**src/rtl/square_unit.sv**
```systemverilog
// square_unit: sequential squarer using an LSB-first shift-add multiplier.
// A valid/ready operand (signed or unsigned) is captured in IDLE, its
// magnitude is squared over exactly N CALC cycles into a 2*N-bit
// accumulator, and the registered result is held in DONE until the
// consumer takes it.
// Optional feature: define SQUARE_SAT_EN to saturate `square` to all
// ones when the exact square does not fit in OUT_W bits. Without it,
// `square` carries the low OUT_W bits. `ovf` behaves the same in both
// builds.
module square_unit #(
  parameter int N     = 4,
  parameter int OUT_W = 2 * N
) (
  input  logic             clk,
  input  logic             rst,
  input  logic             in_valid,
  output logic             in_ready,
  input  logic [N-1:0]     n,
  input  logic             sign,
  output logic             out_valid,
  input  logic             out_ready,
  output logic [OUT_W-1:0] square,
  output logic             ovf
);

  typedef enum logic [1:0] {
    IDLE = 2'd0,
    CALC = 2'd1,
    DONE = 2'd2
  } state_t;

  localparam int            CNT_W    = $clog2(N);
  localparam logic [CNT_W-1:0] CNT_LAST = CNT_W'(N - 1);

  state_t             state_q;
  logic [N-1:0]       mult_q;     // multiplier bits still to consume, LSB first
  logic [2*N-1:0]     mcand_q;    // multiplicand, shifted left once per step
  logic [2*N-1:0]     acc_q;      // running partial product, full width
  logic [CNT_W-1:0]   cnt_q;      // steps already performed in CALC
  logic [OUT_W-1:0]   square_q;
  logic               ovf_q;

  logic [N-1:0]       mag_d;
  logic [2*N-1:0]     acc_d;
  logic [OUT_W-1:0]   square_d;
  logic               ovf_d;

  // Magnitude of the offered operand; the most negative signed value maps
  // to 2^(N-1), which still fits in N unsigned bits.
  always_comb begin
    // NOTE: every combinational output gets a default first so no path
    // leaves it unassigned and no latch is inferred.
    mag_d = n;
    if (sign && n[N-1]) begin
      mag_d = ~n + N'(1);
    end
  end

  // One shift-add step: add the shifted multiplicand when the current
  // multiplier bit is set. The accumulator is never truncated.
  always_comb begin
    acc_d = acc_q;
    if (mult_q[0]) begin
      acc_d = acc_q + mcand_q;
    end
  end

  // Overflow means any bit of the exact square lies above OUT_W.
  if (OUT_W == 2 * N) begin : g_full_width
    assign ovf_d = 1'b0;
  end else begin : g_narrow
    assign ovf_d = |acc_d[2*N-1:OUT_W];
  end

  // Result presented to the consumer, either wrapped or saturated.
  always_comb begin
    square_d = acc_d[OUT_W-1:0];
`ifdef SQUARE_SAT_EN
    if (ovf_d) begin
      square_d = '1;
    end
`endif
  end

  // Control FSM and datapath registers; results are loaded on the last
  // CALC step so they stay stable for the whole DONE state.
  always_ff @(posedge clk) begin
    // NOTE: state is updated with non-blocking assignments so every
    // register samples the values from before this edge.
    if (rst) begin
      // NOTE: the whole datapath is cleared, not just the state, so a
      // discarded operation leaves nothing behind on the outputs.
      state_q  <= IDLE;
      mult_q   <= '0;
      mcand_q  <= '0;
      acc_q    <= '0;
      cnt_q    <= '0;
      square_q <= '0;
      ovf_q    <= 1'b0;
    end else begin
      unique case (state_q)
        IDLE: begin
          if (in_valid) begin
            mult_q  <= mag_d;
            mcand_q <= {{N{1'b0}}, mag_d};
            acc_q   <= '0;
            cnt_q   <= '0;
            state_q <= CALC;
          end
        end
        CALC: begin
          acc_q   <= acc_d;
          mult_q  <= mult_q >> 1;
          mcand_q <= mcand_q << 1;
          cnt_q   <= cnt_q + CNT_W'(1);
          if (cnt_q == CNT_LAST) begin
            square_q <= square_d;
            ovf_q    <= ovf_d;
            state_q  <= DONE;
          end
        end
        DONE: begin
          if (out_ready) begin
            state_q <= IDLE;
          end
        end
        default: begin
          state_q <= IDLE;
        end
      endcase
    end
  end

  // Ready is masked by reset so nothing looks acceptable while rst is high.
  assign in_ready  = (state_q == IDLE) && !rst;
  assign out_valid = (state_q == DONE);
  assign square    = square_q;
  assign ovf       = ovf_q;

endmodule

```
**config.mk**
```make
export PLATFORM = sky130hd
export DESIGN_NAME = square_unit
export DESIGN_NICKNAME = d
export VERILOG_FILES = /design/src/rtl/square_unit.sv
export SDC_FILE = /design/constraint.sdc
export NUM_CORES = 1
export LEC_CHECK = 0
export ABC_AREA = 0
export BUFFER_PORTS_ARGS = -buffer_cell sky130_fd_sc_hd__buf_2
export CAP_MARGIN = 40
export CORE_MARGIN = 1
export CORE_UTILIZATION = 30
export CTS_CLUSTER_DIAMETER = 80
export CTS_CLUSTER_SIZE = 40
export DETAILED_ROUTE_END_ITERATION = 8
export GPL_TIMING_DRIVEN = 0
export HOLD_SLACK_MARGIN = 0.08
export PLACE_DENSITY_LB_ADDON = 0.2
export SLEW_MARGIN = 20
export SYNTH_ARGS = -nofsm -noshare
export SYNTH_HDL_FRONTEND = slang
export SYNTH_SLANG_ARGS = --single-unit
export TNS_END_PERCENT = 20
```
**constraint.sdc**
```tcl
create_clock -name clk -period 4.5 [get_ports clk]
set_clock_uncertainty 0.15 [all_clocks]
set_input_delay 0.225 -clock clk [delete_from_list [all_inputs] [get_ports clk]]
set_output_delay 0.225 -clock clk [all_outputs]
set_load 0.005 [all_outputs]
```
==> summary.md <==
| Metric | Value |
|---|---|
| Nets | 229 |
| Global-route wire length before repair | 6640 µm |
| CTS sink count | 32 |
| Largest net degree at the start of global routing | 11 |
| Post-CTS resize count | 0 |
| Die width | 76.2 µm |
| Min-delay worst type | in -> reg |
| Most numerous cell in the Yosys netlist | dfxtp_1 |
| CTS Hold Bufs | 1 |
| Clock root cell | clkbuf_8 |
| Ant. Diodes | 0 |
| Post-CTS Setup Bufs | 0 |
| Max-slew violation count | 0 |
| Crit. End Element | flop |
| Post-route DRC | 0 |
| Ys async rst share | 0 |
| Sequential power share | 0.493 |
| Critical path fanouts, max | 3 |
| Global route overflow | 0 |
| Hold Path Origin | n[3] |
| Core area | 5200 µm² |
| Clock power frac | 0.404 |
| Worst Path Required | roughly 4600 ps |
| Die area | 5810 µm² |
| Final Cell Area | 1940 µm² |
| CTS tree | done |
| Initial antenna violation count | 0 |
| Vias per cell | 5.11 |
| Gr usage total | 0.147 |
| IO buf count | 18 |
| Layout cells sized above 1 | 0.181 |
| Area of placed instances | 1830 µm² |
| Util after Layout | 0.372 |
| Max cap viols | 0 |
| Final Hold Vio Count | 0 |
| Startpoint types | flop |
| Synth Cell Area | 1650 µm² |
| Clock Latency Late Sink | 290 ps |
| Leak | 0.820 nW |
| Ys Warns | 0 |
| Slew headroom | 0.535 |
| Pre-Repair DR Iteration Count | 4 |
| Setup_tns | 0 ps |
| R2R depth | 6 |
| Mapped Cells | roughly 180 |
| Dpl hpwl | 2840 µm |
| Final period util | 0.503 |
| RR Endpoint | square[4] |
| Vias in the first global route | 1363 |
| Unique cell type count in the Yosys netlist | 41 |
| Synth area leaders | dfxtp_1 39%, ha_1 6.8%, a21oi_1 5.8%, a22oi_1 5.5%, nor2_1 4.5% |
| Ys flop type | dfxtp_1 |
| RSZ-0062 raised after global routing | no |
| Synthesis-to-layout area growth | 17.2% |
| Min Clock Period, post-route | about 2300 ps |
| Fmax | between 400 and 500 MHz |
| Hold Path Sink | mult_q[3] |
| Post-synth top cells | 32 x dfxtp_1, 20 x nor2_1, 19 x a21oi_1, 12 x a22oi_1 |
| Die Span Y | 76.2 µm |
| Placement Setup Slack | 2280 ps |
| Combinational share of power | 0.103 |
| Yosys top cell area share | 0.388 |
| Worst IR drop on VDD | around 0.12 mV |
| H-tree Lvls | 2 |
| Total CTS buffers | 5 |
| Worst-case clock buffer depth | 2 |
| I/O Pins | 20 |
| Final setup fails | 0 |
| Sw Ratio | 0.251 |
| Critical Path AT | between 2000 and 2500 ps |
| Power per cell area | 310 nW/µm² |
| Register-to-register setup slack | 2240 ps |
| Routed via count | 1430 |
| Drt first-iter violations | 69 |
| Measured slew at the worst slew-check pin | approximately 690 ps |
| Clk slew on worst S/H paths | about 70 ps |
| Reg-to-Reg Start | mcand_q[0] |
| Final wirelength | 4020 µm |
| Syn_nets | 203 |
| Post-Synthesis Mean Instance Area | 8.98 µm² |
| Initial core utilization | 0.317 |
| Sw Pwr | 0.000150 W |
| Synth area leader | dfxtp_1 |
| Critical path type | reg -> reg |
| Result of the run | complete, no violations |
| RePlAce Congestion | 0.780 |
| DRT antenna net count | 0 |
| Post-synth EDFFs | 0 |
| Row count | 26 |
| WHS Path Cells | 3 |
| Fin worst setup slack | 2240 ps |
| Seq cells post-synth | 32 |
| Wire per inst | 14.3 µm |
| Register area share after synthesis | 0.388 |
| Int Power | 0.000449 W |
| Fill cells | roughly 560 |
[power groups by stage]
stage               registers [W]   logic, W  clock network (W)
floorplan                0.000300  0.0000413                  0
global placement         0.000302  0.0000602                  0
detailed placement       0.000302  0.0000606                  0
CTS                      0.000296  0.0000615           0.000250
global route             0.000296  0.0000677           0.000264
finish                   0.000296  0.0000617           0.000242
[logic make-up (layout without fill, tap and decap cells)]
group | count (synthesis) | after routing | share of synthesized area
AND/OR/NAND/NOR | 50 | 50 | 0.143
AO/OA/AOI/OAI | 65 | 65 | 0.277
adder cells (fa/ha/maj) | 10 | 10 | 0.0803
XOR/XNOR | 6 | 6 | 0.0318
flip-flops | 32 | 32 | 0.388
multiplexers | 6 | 6 | 0.0386
buffers and inverters | 14 | 40 | 0.0386
other | 1 | 1 | 0.00227
[per-stage QoR]
| step | total power, W | hold slack [ps] | std cells |
|---|---|---|---|
| floorplan | 0.000342 | 223 | 184 |
| global placement | 0.000362 | 301 | 272 |
| detailed placement | 0.000363 | 299 | 272 |
| CTS | 0.000607 | 84.1 | 280 |
| global route | 0.000629 | 87.9 | 280 |
| finish | 0.000600 | 90.1 | 280 |
[layout make-up]
cell class,instances,area [µm²],share of cell area
Multi-Input combinational cell,138,947,0.489
Sequential cell,32,641,0.331
Timing Repair Buffer,19,100,0.0517
Clock buffer,7,96.3,0.0498
Tap cell,70,87.6,0.0452
Buffer,10,48.8,0.0252
Inverter,4,15.0,0.00776
[flip-flops by register name, summed over array words and instances, names as in the netlist]
register,cells
acc_q,8
cnt_q,2
mcand_q,8
mult_q,4
square,8
state_q,2
[metal layers]
layer	part of all wire	track usage	up-vias
met5	0	0	-
met4	0.010	0.0404	0
met3	0.041	0.0479	6
met1	0.52	0.190	667
met2	0.42	0.234	27
li1	-	-	730
[critical path, stage by stage, from the launching register on]
cell and delay, ps:
dfxtp_1 340, ha_1 260, fa_1 410, a21o_1 210, a21oi_1 240, mux2_2 380
a211oi_1 190
[cell usage in the layout, fill, tap and decap left out, drive strengths merged, types with 2 or more instances in the layout]
cell and count:
inv 3, and3 2, o211ai 3, nand2b 4, a22oi 12, ha 9
a21o 5, a22o 5, nor2 20, mux2i 3, nor3 6, nand3 2
nand2 9, buf 25, xnor2 4, o2bb2ai 2, a32oi 2, nor2b 2
mux2 3, o21ai 4, a211oi 6, a21oi 19, clkbuf 10, dfxtp 32
xor2 2
[worst max path at each step]
| stage | start | cells after the start | slack (ps) | end |
|---|---|---|---|---|
| after detailed placement | mcand_q[0] | 6 | 2280 | square[4] |
| after global placement | mcand_q[0] | 6 | 2280 | square[4] |
| after CTS | mcand_q[0] | 6 | 2250 | square[4] |
| final | mcand_q[0] | 6 | 2240 | square[4] |
| after global routing | mcand_q[0] | 6 | 2130 | square[4] |
| after floorplan | mcand_q[0] | 6 | 2430 | square[4] |
Note: power is estimated with default switching activity, not from simulation.
